$ cat src/rtl/memory_controller_if.sv
// rtl/memory_controller_if.sv - RAM port, IF fetch and LSB request signals of the memory controller
interface memory_controller_if #(
    parameter int ADDR_WIDTH = 32
);
    logic [7:0]            mem_din;
    logic [7:0]            mem_dout;
    logic [ADDR_WIDTH-1:0] mem_a;
    logic                  mem_wr;
    logic                  io_buffer_full;

    logic                  if_to_mc_ready;
    logic [ADDR_WIDTH-1:0] if_to_mc_PC;
    logic                  mc_to_if_valid;
    logic                  mc_to_if_ready;
    logic [31:0]           mc_to_if_inst;

    logic                  lsb_to_mc_ready;
    logic                  lsb_to_mc_wr;
    logic [1:0]            lsb_to_mc_len;
    logic [ADDR_WIDTH-1:0] lsb_to_mc_addr;
    logic [31:0]           lsb_to_mc_data;
    logic                  mc_to_lsb_valid;
    logic                  mc_to_lsb_ready;
    logic [31:0]           mc_to_lsb_data;

    modport master (
        input  mem_din, io_buffer_full,
        input  if_to_mc_ready, if_to_mc_PC,
        input  lsb_to_mc_ready, lsb_to_mc_wr, lsb_to_mc_len, lsb_to_mc_addr, lsb_to_mc_data,
        output mem_dout, mem_a, mem_wr,
        output mc_to_if_valid, mc_to_if_ready, mc_to_if_inst,
        output mc_to_lsb_valid, mc_to_lsb_ready, mc_to_lsb_data
    );

    modport slave (
        output mem_din, io_buffer_full,
        output if_to_mc_ready, if_to_mc_PC,
        output lsb_to_mc_ready, lsb_to_mc_wr, lsb_to_mc_len, lsb_to_mc_addr, lsb_to_mc_data,
        input  mem_dout, mem_a, mem_wr,
        input  mc_to_if_valid, mc_to_if_ready, mc_to_if_inst,
        input  mc_to_lsb_valid, mc_to_lsb_ready, mc_to_lsb_data
    );
endinterface

$ cat src/rtl/memory_controller.sv
// rtl/memory_controller.sv - byte-serial unified RAM port controller, LSB-over-IF arbitration
module memory_controller #(
    parameter int ADDR_WIDTH = 32,
    parameter int IO_SEL_HI  = 17
) (
    input  logic clk_in,
    input  logic rst_in,
    input  logic rdy_in,
    input  logic clr_in,
    memory_controller_if.master bus
);
    typedef enum logic [2:0] {IDLE, IFETCH, LOAD, STORE, WAIT_IO} state_t;

    state_t                state_q, state_n;
    logic [2:0]            cnt_q, cnt_n;
    logic [2:0]            len_q, len_n;
    logic [ADDR_WIDTH-1:0] addr_q, addr_n;
    logic [31:0]           wdata_q, wdata_n;
    logic [31:0]           rdata_q, rdata_n;
    logic [ADDR_WIDTH-1:0] mem_a_q, mem_a_n;
    logic [7:0]            dout_q, dout_n;
    logic                  wr_q, wr_n;
    logic                  if_valid_q, if_valid_n, if_ready_q, if_ready_n;
    logic                  lsb_valid_q, lsb_valid_n, lsb_ready_q, lsb_ready_n;
    logic [31:0]           inst_q, inst_n, ldata_q, ldata_n;
    logic                  paused_q;
    logic [7:0]            din_hold_q;

    logic [7:0] sample;
    logic [2:0] next_idx;
    logic [2:0] req_len;
    logic       req_io;

    // The RAM keeps answering while paused, so the byte due at the first frozen edge is kept aside.
    assign sample   = paused_q ? din_hold_q : bus.mem_din;
    assign next_idx = cnt_q + 3'd1;
    assign req_io   = (bus.lsb_to_mc_addr[IO_SEL_HI -: 2] == 2'b11);

    always_comb begin
        case (bus.lsb_to_mc_len)
            2'd0:    req_len = 3'd1;
            2'd1:    req_len = 3'd2;
            default: req_len = 3'd4;
        endcase
    end

    always_comb begin
        state_n     = state_q;
        cnt_n       = cnt_q;
        len_n       = len_q;
        addr_n      = addr_q;
        wdata_n     = wdata_q;
        rdata_n     = rdata_q;
        mem_a_n     = mem_a_q;
        dout_n      = dout_q;
        wr_n        = 1'b0;
        if_valid_n  = 1'b0;
        if_ready_n  = 1'b0;
        lsb_valid_n = 1'b0;
        lsb_ready_n = 1'b0;
        inst_n      = inst_q;
        ldata_n     = ldata_q;
        case (state_q)
            IDLE: begin
                if (!clr_in && bus.lsb_to_mc_ready) begin
                    addr_n      = bus.lsb_to_mc_addr;
                    len_n       = req_len;
                    wdata_n     = bus.lsb_to_mc_data;
                    rdata_n     = 32'd0;
                    cnt_n       = 3'd0;
                    lsb_valid_n = 1'b1;
                    if (!bus.lsb_to_mc_wr) begin
                        state_n = LOAD;
                        mem_a_n = bus.lsb_to_mc_addr;
                    end else if (req_io && bus.io_buffer_full) begin
                        state_n = WAIT_IO;
                        mem_a_n = '0;
                    end else begin
                        state_n = STORE;
                        mem_a_n = bus.lsb_to_mc_addr;
                        dout_n  = bus.lsb_to_mc_data[7:0];
                        wr_n    = 1'b1;
                    end
                end else if (!clr_in && bus.if_to_mc_ready) begin
                    state_n    = IFETCH;
                    addr_n     = bus.if_to_mc_PC;
                    len_n      = 3'd4;
                    rdata_n    = 32'd0;
                    cnt_n      = 3'd0;
                    mem_a_n    = bus.if_to_mc_PC;
                    if_valid_n = 1'b1;
                end
            end
            IFETCH, LOAD: begin
                if (clr_in) begin
                    state_n = IDLE;
                    mem_a_n = '0;
                end else begin
                    // cnt_q counts edges since accept; byte cnt_q-1 is on mem_din now.
                    if (cnt_q != 3'd0)
                        rdata_n[{cnt_q[1:0] - 2'd1, 3'b000} +: 8] = sample;
                    if (cnt_q == len_q) begin
                        state_n = IDLE;
                        mem_a_n = '0;
                        if (state_q == IFETCH) begin
                            inst_n     = rdata_n;
                            if_ready_n = 1'b1;
                        end else begin
                            ldata_n     = rdata_n;
                            lsb_ready_n = 1'b1;
                        end
                    end else begin
                        cnt_n   = next_idx;
                        mem_a_n = (next_idx < len_q) ? addr_q + ADDR_WIDTH'(next_idx) : '0;
                    end
                end
            end
            STORE: begin
                if (next_idx < len_q) begin
                    cnt_n   = next_idx;
                    mem_a_n = addr_q + ADDR_WIDTH'(next_idx);
                    dout_n  = wdata_q[{next_idx[1:0], 3'b000} +: 8];
                    wr_n    = 1'b1;
                end else begin
                    state_n     = IDLE;
                    mem_a_n     = '0;
                    dout_n      = 8'd0;
                    lsb_ready_n = 1'b1;
                end
            end
            WAIT_IO: begin
                if (!bus.io_buffer_full) begin
                    state_n = STORE;
                    cnt_n   = 3'd0;
                    mem_a_n = addr_q;
                    dout_n  = wdata_q[7:0];
                    wr_n    = 1'b1;
                end
            end
            default: state_n = IDLE;
        endcase
    end

    always_ff @(posedge clk_in or negedge rst_in) begin
        if (!rst_in) begin
            state_q     <= IDLE;
            cnt_q       <= 3'd0;
            len_q       <= 3'd0;
            addr_q      <= '0;
            wdata_q     <= 32'd0;
            rdata_q     <= 32'd0;
            mem_a_q     <= '0;
            dout_q      <= 8'd0;
            wr_q        <= 1'b0;
            if_valid_q  <= 1'b0;
            if_ready_q  <= 1'b0;
            lsb_valid_q <= 1'b0;
            lsb_ready_q <= 1'b0;
            inst_q      <= 32'd0;
            ldata_q     <= 32'd0;
            paused_q    <= 1'b0;
            din_hold_q  <= 8'd0;
        end else if (rdy_in) begin
            state_q     <= state_n;
            cnt_q       <= cnt_n;
            len_q       <= len_n;
            addr_q      <= addr_n;
            wdata_q     <= wdata_n;
            rdata_q     <= rdata_n;
            mem_a_q     <= mem_a_n;
            dout_q      <= dout_n;
            wr_q        <= wr_n;
            if_valid_q  <= if_valid_n;
            if_ready_q  <= if_ready_n;
            lsb_valid_q <= lsb_valid_n;
            lsb_ready_q <= lsb_ready_n;
            inst_q      <= inst_n;
            ldata_q     <= ldata_n;
            paused_q    <= 1'b0;
        end else begin
            if (!paused_q)
                din_hold_q <= bus.mem_din;
            paused_q <= 1'b1;
        end
    end

    assign bus.mem_a           = mem_a_q;
    assign bus.mem_dout        = dout_q;
    assign bus.mem_wr          = wr_q & rdy_in;
    assign bus.mc_to_if_valid  = if_valid_q;
    assign bus.mc_to_if_ready  = if_ready_q;
    assign bus.mc_to_if_inst   = inst_q;
    assign bus.mc_to_lsb_valid = lsb_valid_q;
    assign bus.mc_to_lsb_ready = lsb_ready_q;
    assign bus.mc_to_lsb_data  = ldata_q;
endmodule
$ cat src/flat_wrapper.sv
// flat-port wrapper written by rule: the top's interface ports become plain ports
module memory_controller_flat 
#(
    parameter int ADDR_WIDTH = 32,
    parameter int IO_SEL_HI  = 17
)
  (clk_in, rst_in, rdy_in, clr_in, bus_mem_din, bus_io_buffer_full, bus_if_to_mc_ready, bus_if_to_mc_PC, bus_lsb_to_mc_ready, bus_lsb_to_mc_wr, bus_lsb_to_mc_len, bus_lsb_to_mc_addr, bus_lsb_to_mc_data, bus_mem_dout, bus_mem_a, bus_mem_wr, bus_mc_to_if_valid, bus_mc_to_if_ready, bus_mc_to_if_inst, bus_mc_to_lsb_valid, bus_mc_to_lsb_ready, bus_mc_to_lsb_data);
  memory_controller_if #(.ADDR_WIDTH(ADDR_WIDTH)) bus_i ();
  input  logic clk_in;
  input  logic rst_in;
  input  logic rdy_in;
  input  logic clr_in;
  input wire logic [$bits(bus_i.mem_din)-1:0] bus_mem_din;
  input wire logic [$bits(bus_i.io_buffer_full)-1:0] bus_io_buffer_full;
  input wire logic [$bits(bus_i.if_to_mc_ready)-1:0] bus_if_to_mc_ready;
  input wire logic [$bits(bus_i.if_to_mc_PC)-1:0] bus_if_to_mc_PC;
  input wire logic [$bits(bus_i.lsb_to_mc_ready)-1:0] bus_lsb_to_mc_ready;
  input wire logic [$bits(bus_i.lsb_to_mc_wr)-1:0] bus_lsb_to_mc_wr;
  input wire logic [$bits(bus_i.lsb_to_mc_len)-1:0] bus_lsb_to_mc_len;
  input wire logic [$bits(bus_i.lsb_to_mc_addr)-1:0] bus_lsb_to_mc_addr;
  input wire logic [$bits(bus_i.lsb_to_mc_data)-1:0] bus_lsb_to_mc_data;
  output wire logic [$bits(bus_i.mem_dout)-1:0] bus_mem_dout;
  output wire logic [$bits(bus_i.mem_a)-1:0] bus_mem_a;
  output wire logic [$bits(bus_i.mem_wr)-1:0] bus_mem_wr;
  output wire logic [$bits(bus_i.mc_to_if_valid)-1:0] bus_mc_to_if_valid;
  output wire logic [$bits(bus_i.mc_to_if_ready)-1:0] bus_mc_to_if_ready;
  output wire logic [$bits(bus_i.mc_to_if_inst)-1:0] bus_mc_to_if_inst;
  output wire logic [$bits(bus_i.mc_to_lsb_valid)-1:0] bus_mc_to_lsb_valid;
  output wire logic [$bits(bus_i.mc_to_lsb_ready)-1:0] bus_mc_to_lsb_ready;
  output wire logic [$bits(bus_i.mc_to_lsb_data)-1:0] bus_mc_to_lsb_data;
  assign bus_i.mem_din = bus_mem_din;
  assign bus_i.io_buffer_full = bus_io_buffer_full;
  assign bus_i.if_to_mc_ready = bus_if_to_mc_ready;
  assign bus_i.if_to_mc_PC = bus_if_to_mc_PC;
  assign bus_i.lsb_to_mc_ready = bus_lsb_to_mc_ready;
  assign bus_i.lsb_to_mc_wr = bus_lsb_to_mc_wr;
  assign bus_i.lsb_to_mc_len = bus_lsb_to_mc_len;
  assign bus_i.lsb_to_mc_addr = bus_lsb_to_mc_addr;
  assign bus_i.lsb_to_mc_data = bus_lsb_to_mc_data;
  assign bus_mem_dout = bus_i.mem_dout;
  assign bus_mem_a = bus_i.mem_a;
  assign bus_mem_wr = bus_i.mem_wr;
  assign bus_mc_to_if_valid = bus_i.mc_to_if_valid;
  assign bus_mc_to_if_ready = bus_i.mc_to_if_ready;
  assign bus_mc_to_if_inst = bus_i.mc_to_if_inst;
  assign bus_mc_to_lsb_valid = bus_i.mc_to_lsb_valid;
  assign bus_mc_to_lsb_ready = bus_i.mc_to_lsb_ready;
  assign bus_mc_to_lsb_data = bus_i.mc_to_lsb_data;
  memory_controller #(.ADDR_WIDTH(ADDR_WIDTH), .IO_SEL_HI(IO_SEL_HI)) u_core (.clk_in(clk_in), .rst_in(rst_in), .rdy_in(rdy_in), .clr_in(clr_in), .bus(bus_i));
endmodule
$ cat config.mk
export PLATFORM = sky130hd
export DESIGN_NAME = memory_controller_flat
export DESIGN_NICKNAME = d
export VERILOG_FILES = /design/src/rtl/memory_controller_if.sv /design/src/rtl/memory_controller.sv /design/src/flat_wrapper.sv
export SDC_FILE = /design/constraint.sdc
export NUM_CORES = 1
export LEC_CHECK = 0
export BUFFER_PORTS_ARGS = -buffer_cell sky130_fd_sc_hd__buf_2
export CAP_MARGIN = 20
export CORE_MARGIN = 2
export CORE_UTILIZATION = 56
export DETAILED_ROUTE_END_ITERATION = 8
export PLACE_DENSITY = 0.81
export SLEW_MARGIN = 20
export SYNTH_ARGS = -nofsm -noshare
export SYNTH_HDL_FRONTEND = slang
export SYNTH_SLANG_ARGS = --single-unit
$ cat constraint.sdc
create_clock -name clk_in -period 3.5 [get_ports clk_in]
set_input_delay 0.35 -clock clk_in [delete_from_list [all_inputs] [get_ports clk_in]]
set_output_delay 0.35 -clock clk_in [all_outputs]
set_load 0.1 [all_outputs]
==> flow_metrics.py, run 1 <==
metrics = {
    "timing": {
        "fin_skew_ns": 0.0174,
        "setup_violations": 0,
        "fin_crit_sh_pct": 91.5,
        "slew_violations": 0,
        "period_needed_ns": 3.20,
        "finalSetupTns_ns": 0,
        "clock.fmax_mhz": 312,
        "relSlewSlack_pct": 28.4,
        "hold_viol": 0,
        "worst_pin_slew_ns": 1.07,
        "grt_setup_unrepaired": "false",
    },
    "floorplanning": {
        "dieArea_mm2": 0.0216,
        "initial_core_util_pct": 56.9,
        "die_h_um": 147,
        "die_w_um": 147,
        "rows": 52,
        "ios": 223,
        "core_mm2": 0.0201,
    },
    "drt": {
        "dr.pass1.iters": 5,
        "vias_per_cell": 5.95,
        "initialDrtViolationCount": 796,
        "ant_nets": 0,
        "wl_per_cell_um": 18.3,
        "via_count": 9918,
        "drcViolationCount": 0,
        "routed_wl_mm": 30.6,
    },
    "clocking": {
        "post_cts_resized": 0,
        "root_buffer": "clkbuf_16",
        "tritoncts": "done",
        "clock-sinks": 223,
        "insertion_delay_ns": 0.52,
        "cts_made_buffers": 24,
        "clk_pin_slew_worst_paths_ns": 0.07,
        "cts_max_path_buffers": 3,
        "h-tree-depth": 1,
        "postCtsSetupBuffers": 0,
        "hold_buffers": 1,
    },
    "logic_synthesis": {
        "syn_inst": 1188,
        "synth_area_mm2": 0.0114,
        "synth_nets": 1315,
        "synthFlopType": "dfrtp_1",
        "yosys_warnings": 0,
        "synth_edf_count": 0,
        "synthDominantCellAreaShare_pct": 48.8,
        "syn_avg_cell_area_um2": 9.62,
        "ys_seq_area_share_pct": 48.8,
        "async_flop_share_pct": 100,
        "ys_types": 70,
        "yosys.area.top_type": "dfrtp_1",
        "ys_ff_latch": 223,
        "yosys-top-cells-area": "dfrtp_1, o21ai_0, nand2_1, mux2_4, a21oi_1",
    },
    "layout": {
        "area_delta_synth_final_pct": 19.0,
        "drive_gt1_share_pct": 25.8,
        "layout_commonest_cell": "dfrtp_1",
        "layout_common_cells": "dfrtp_1, buf_2, o21ai_0",
        "layout.nets": 1506,
        "fillers": 1569,
        "fin_cells": 1668,
        "stdcell_area_mm2": 0.0136,
    },
    "global_routing": {
        "globalRoute.totalOverflow": 0,
        "grt_pass1_vias": 9546,
        "grt_first_pass_wirelength_mm": 49.7,
        "antenna_found_initial": 2,
        "track_usage_pct": 28.3,
        "grt_max_degree": 97,
    },
    "hold_path": {
        "holdPathEnd": "u_core.len_q[0]",
        "min_path_cells": 2,
        "hold_start": "bus_lsb_to_mc_len[0]",
        "min_path_type": "input pin to flip-flop",
    },
    "job": {
        "cap_violations": 0,
    },
    "worst_setup_path": {
        "worstSetupPathDepth": 10,
        "cp_top_family": "simple AND/OR/NAND/NOR gates",
        "max_stage_delay_ns": 0.63,
        "critPathSlowestCell": "or4_1",
        "r2r-end": "u_core.bus.mem_a[22]",
        "cpMostUsedCell": "a21oi_1",
        "start_kind": "flip-flop",
        "r2r-start": "u_core.cnt_q[0]",
        "path_buf_inv": 2,
        "rr_worst_depth": 10,
        "crit_type": "flip-flop to flip-flop",
        "crit_required_ns": 3.89,
        "end_kind": "flip-flop",
        "crit_path_cell_trace": "inv_1, ha_1, buf_4, fa_1, a21oi_1, or4_1, nor2_1, a21oi_1, o21ai_0, a31oi_1",
        "crit_arrival_ns": 3.59,
        "ff2ff_setup_slack_ns": 0.30,
        "cp_max_fo": 15,
    },
    "power_and_ir_drop": {
        "peakVddDrop_v": 0.000769,
        "p_leak_uw": 0.00654,
        "powerDensity_mw_per_mm2": 981,
    },
    "placed_design": {
        "dpl_cell_area_mm2": 0.0127,
        "place_congestion": 0.947,
        "io_buffers": 222,
        "dp_hpwl_mm": 21.1,
        "placedCellCount": 1622,
    },
    "status": {
        "status": "complete, no violations",
    },
}
[cells in the mapped netlist, types with 14 or more instances]
master    count
nand4_1      14
o22ai_1      21
mux2i_1      40
buf_2        29
a21oi_1     100
nor3_1       19
nand2_1     163
o21ai_0     166
dfrtp_1     223
mux2_4       35
clkbuf_1     40
nor2_1       78
inv_1        24
a221oi_1     24
nand3_1      19
[cells by family after synthesis]
| family | after synthesis | share of synthesized area [%] |
|---|---|---|
| adders and majority gates | 13 | 1.49 |
| xor gates and xnor gates | 13 | 0.996 |
| DFF | 223 | 48.8 |
| AOI/OAI and AO/OA | 382 | 19.5 |
| muxes | 88 | 10.2 |
| and+or+nand+nor | 363 | 14.9 |
| buffers and inverters | 106 | 4.23 |
[how the worst max path moves through the flow]
stage	from	to
after CTS	u_core.cnt_q[0]	u_core.bus.mem_a[22]
after floorplan	u_core.cnt_q[0]	u_core.bus.mem_a[10]
final	u_core.cnt_q[0]	u_core.bus.mem_a[22]
after detailed placement	u_core.cnt_q[0]	u_core.bus.mem_a[18]
after global routing	u_core.cnt_q[0]	u_core.bus.mem_a[6]
after global placement	u_core.cnt_q[0]	u_core.bus.mem_a[18]
[state kept, by name, summed over array words and instances (netlist names)]
signal / count
u_core.len_q: 3
u_core.bus.mc_to_if_inst: 32
u_core.paused_q: 1
u_core.cnt_q: 3
u_core.bus.mem_a: 32
u_core.bus.mc_to_lsb_data: 32
u_core.bus.mc_to_lsb_ready: 1
u_core.din_hold_q: 8
u_core.rdata_q: 32
u_core.state_q: 3
u_core.bus.mem_dout: 8
u_core.bus.mc_to_lsb_valid: 1
u_core.bus.mc_to_if_ready: 1
u_core.wdata_q: 32
u_core.wr_q: 1
u_core.addr_q: 32
u_core.bus.mc_to_if_valid: 1
[report_power, final]
part / switching, µW / leakage, µW / internal [µW] / total (µW)
logic: 4740 / 0.00322 / 1810 / 6550
registers: 723 / 0.00290 / 3360 / 4080
clock network: 1050 / 0.000422 / 1670 / 2720
total: 6510 / 0.00654 / 6830 / 13300
[stage by stage]
step                      setup WS [ns]  util (%)  total power, µW  hold slack, ns
after floorplan                   0.898         -             9130          0.0544
after detailed placement          0.353      63.3            10600           0.387
final                             0.297      67.7            13300          0.0414
after global routing             0.0619      67.6            14000          0.0371
after CTS                         0.305      67.6            13300          0.0237
after global placement            0.460      63.3            10400           0.386
[cell type report]
| class | instances | area (µm²) | area share, % |
|---|---|---|---|
| antenna | 1 | 2.50 | 0.0184 |
| clock buffer | 33 | 726 | 5.34 |
| clock inverter | 11 | 141 | 1.04 |
| inverter | 25 | 93.8 | 0.690 |
| multi-input combinational | 859 | 5390 | 39.6 |
| sequential | 223 | 5580 | 41.0 |
| tap | 270 | 338 | 2.48 |
| timing repair buffer | 246 | 1330 | 9.77 |
[per-layer routing]
layer | vias up | share of wire [%] | track usage [%]
met5 | - | 0 | 0
met4 | 0 | 2.4 | 8.45
met3 | 61 | 7.1 | 3.88
met2 | 418 | 48 | 46.8
met1 | 4770 | 43 | 39.4
li1 | 4669 | - | -
Note: power is estimated with default switching activity, not from simulation.
==> run 2, diff against run 1 <==
--- a/config.mk
+++ b/config.mk
@@ -8,9 +8,10 @@
 export BUFFER_PORTS_ARGS = -buffer_cell sky130_fd_sc_hd__buf_2
 export CAP_MARGIN = 20
 export CORE_MARGIN = 2
-export CORE_UTILIZATION = 56
+export CORE_UTILIZATION = 58
+export CTS_BUF_LIST = sky130_fd_sc_hd__clkbuf_8
 export DETAILED_ROUTE_END_ITERATION = 8
-export PLACE_DENSITY = 0.81
+export PLACE_DENSITY = 0.83
 export SLEW_MARGIN = 20
 export SYNTH_ARGS = -nofsm -noshare
 export SYNTH_HDL_FRONTEND = slang
==> run 2 against run 1 <==
  * First-iteration DRC count is 14% higher
  * Power is 1.7% lower
  * Utilization is 2.2 points higher
  * Wire length is 1.4% lower
  * Clock-buffer cell count is 16 higher
  * Die area is 3.4% lower
  * Maximum frequency is 3.4% higher
  * Global-route usage is 0.89 points higher
  * Largest power group unchanged
==> flow_metrics.py, run 2 (synthesis results as in run 1) <==
metrics = {
    "global_routing": {
        "grt_max_degree": 118,
        "track_usage_pct": 29.2,
        "antenna_found_initial": 1,
        "globalRoute.totalOverflow": 0,
        "grt_pass1_vias": 9470,
        "grt_first_pass_wirelength_mm": 48.2,
    },
    "status": {
        "status": "complete, no violations",
    },
    "worst_setup_path": {
        "max_stage_delay_ns": 0.44,
        "cpMostUsedCell": "ha_1",
        "crit_arrival_ns": 3.55,
        "cp-endpoint": "u_core.bus.mem_a[27]",
        "crit_path_cell_trace": "ha_1, xor2_1, ha_1, and3b_1, nor3_1, nand3_2, buf_4, or3_1, a31oi_1",
        "rr_worst_depth": 9,
        "r2r-start": "u_core.cnt_q[1]",
        "crit_required_ns": 3.96,
        "critPathSlowestCell": "dfrtp_1",
        "r2r-end": "u_core.bus.mem_a[27]",
        "ff2ff_setup_slack_ns": 0.40,
        "cp-startpoint": "u_core.cnt_q[1]",
        "start_kind": "flip-flop",
        "cp_max_fo": 19,
        "end_kind": "flip-flop",
        "crit_type": "flip-flop to flip-flop",
    },
    "layout": {
        "diodes": 0,
        "layout.nets": 1520,
        "layout_common_cells": "dfrtp_1, buf_2, o21ai_0",
        "layout_commonest_cell": "dfrtp_1",
        "drive_gt1_share_pct": 26.5,
        "post-route-util_pct": 69.9,
        "fillers": 1539,
        "area_delta_synth_final_pct": 18.5,
    },
    "floorplanning": {
        "die_w_um": 144,
        "ios": 223,
        "rows": 51,
        "core_mm2": 0.0194,
        "initial_core_util_pct": 58.9,
        "die_h_um": 144,
        "dieArea_mm2": 0.0209,
    },
    "drt": {
        "dr.pass1.iters": 5,
        "wl_per_cell_um": 17.9,
        "routed_wl_mm": 30.2,
        "vias_per_cell": 5.91,
        "via_count": 9963,
        "initialDrtViolationCount": 907,
        "ant_nets": 0,
        "drcViolationCount": 0,
    },
    "power_and_ir_drop": {
        "powerDensity_mw_per_mm2": 968,
        "p_leak_uw": 0.00658,
        "peakVddDrop_v": 0.000864,
    },
    "clocking": {
        "root_buffer": "clkbuf_8",
        "cts_made_buffers": 37,
        "insertion_delay_ns": 0.54,
        "cts_max_path_buffers": 3,
        "tritoncts": "done",
        "post_cts_resized": 0,
        "clk_pin_slew_worst_paths_ns": 0.06,
        "h-tree-depth": 2,
        "clock-sinks": 223,
    },
    "timing": {
        "grt_setup_unrepaired": "false",
        "slew_violations": 0,
        "finalSetupTns_ns": 0,
        "hold_viol": 0,
        "setup_violations": 0,
        "layout_setup_ws_ns": 0.403,
        "relSlewSlack_pct": 29.5,
        "period_needed_ns": 3.10,
        "fin_skew_ns": 0.0212,
        "fin_crit_sh_pct": 88.5,
        "clock.fmax_mhz": 323,
        "worst_pin_slew_ns": 1.06,
    },
    "hold_path": {
        "min_path_type": "input pin to flip-flop",
    },
    "placed_design": {
        "io_buffers": 222,
        "dp_hpwl_mm": 21.2,
        "place_congestion": 0.933,
        "place_ws_ns": 0.470,
    },
    "job": {
        "cap_violations": 0,
    },
}
-- run 2: cell count changes in the layout (fill, tap and decap cells not counted), sizes merged --
cell      change
buf           +1
clkbuf       +16
clkinvlp      -2
diode         -1
inv          +10
-- run 2: stage by stage --
stage                     hold slack (ns)  instance area (µm²)  power, µW  std cells
final                              0.0314                13600      13100       1687
after global routing               0.0293                13600      13800       1687
after CTS                          0.0105                13600      13100       1687
after detailed placement            0.464                12700      10600       1618
after global placement              0.455                12700      10400       1618
after floorplan                    0.0544                11400       9130       1188
-- run 2: repair_timing --
item,CTS,global route
endpoints found under the setup margin,0,0
hold endpoints to repair,114,0
hold buffers,1,0
setup buffers,0,0
-- run 2: cell type report --
| cell class | count | area [µm²] | area share, % |
|---|---|---|---|
| inverters | 25 | 93.8 | 0.692 |
| flip-flops and latches | 223 | 5580 | 41.2 |
| clock inverters | 19 | 160 | 1.18 |
| clock buffers | 49 | 674 | 4.98 |
| repair buffers | 247 | 1320 | 9.77 |
| well taps | 265 | 332 | 2.45 |
| multi-input cells | 859 | 5390 | 39.8 |
-- run 2: where the power goes --
group | internal, µW | switching, µW | leakage (µW)
registers | 3360 | 720 | 0.00290
clock network | 1480 | 1060 | 0.000468
logic | 1800 | 4710 | 0.00322
total | 6630 | 6490 | 0.00658
-- run 2: worst max-delay path, delay by kind of cell, from the launching register on --
kind                     cells  cell delay [ns]
adder cells (fa/ha/maj)      2             0.56
XOR/XNOR                     1             0.23
buffers and inverters        1             0.34
AO/OA/AOI/OAI                1             0.16
AND/OR/NAND/NOR              4             1.30
flip-flops                   1             0.44
-- run 2: metal layers --
layer	GRT usage (%)	vias up	part of all wire [%]	wire length, µm
li1	-	4693	-	-
met1	39.2	4752	42	12700
met2	47.1	443	48	14400
met3	5.36	73	7.3	2210
met4	11.8	2	3.0	898
met5	0	-	0.043	13
-- run 2: worst min-delay path by stage --
stage                     depth (start not counted)                            to                    startpoint  slack, ns
after floorplan                                   0              u_core.addr_q[0]                        rst_in       0.05
after global placement                            2   u_core.bus.mc_to_if_inst[7]   u_core.bus.mc_to_if_inst[7]       0.46
after detailed placement                          2  u_core.bus.mc_to_lsb_data[1]  u_core.bus.mc_to_lsb_data[1]       0.46
after CTS                                         2               u_core.len_q[0]          bus_lsb_to_mc_len[1]       0.01
after global routing                              2               u_core.len_q[0]          bus_lsb_to_mc_len[0]       0.03
final                                             2               u_core.len_q[0]          bus_lsb_to_mc_len[1]       0.03
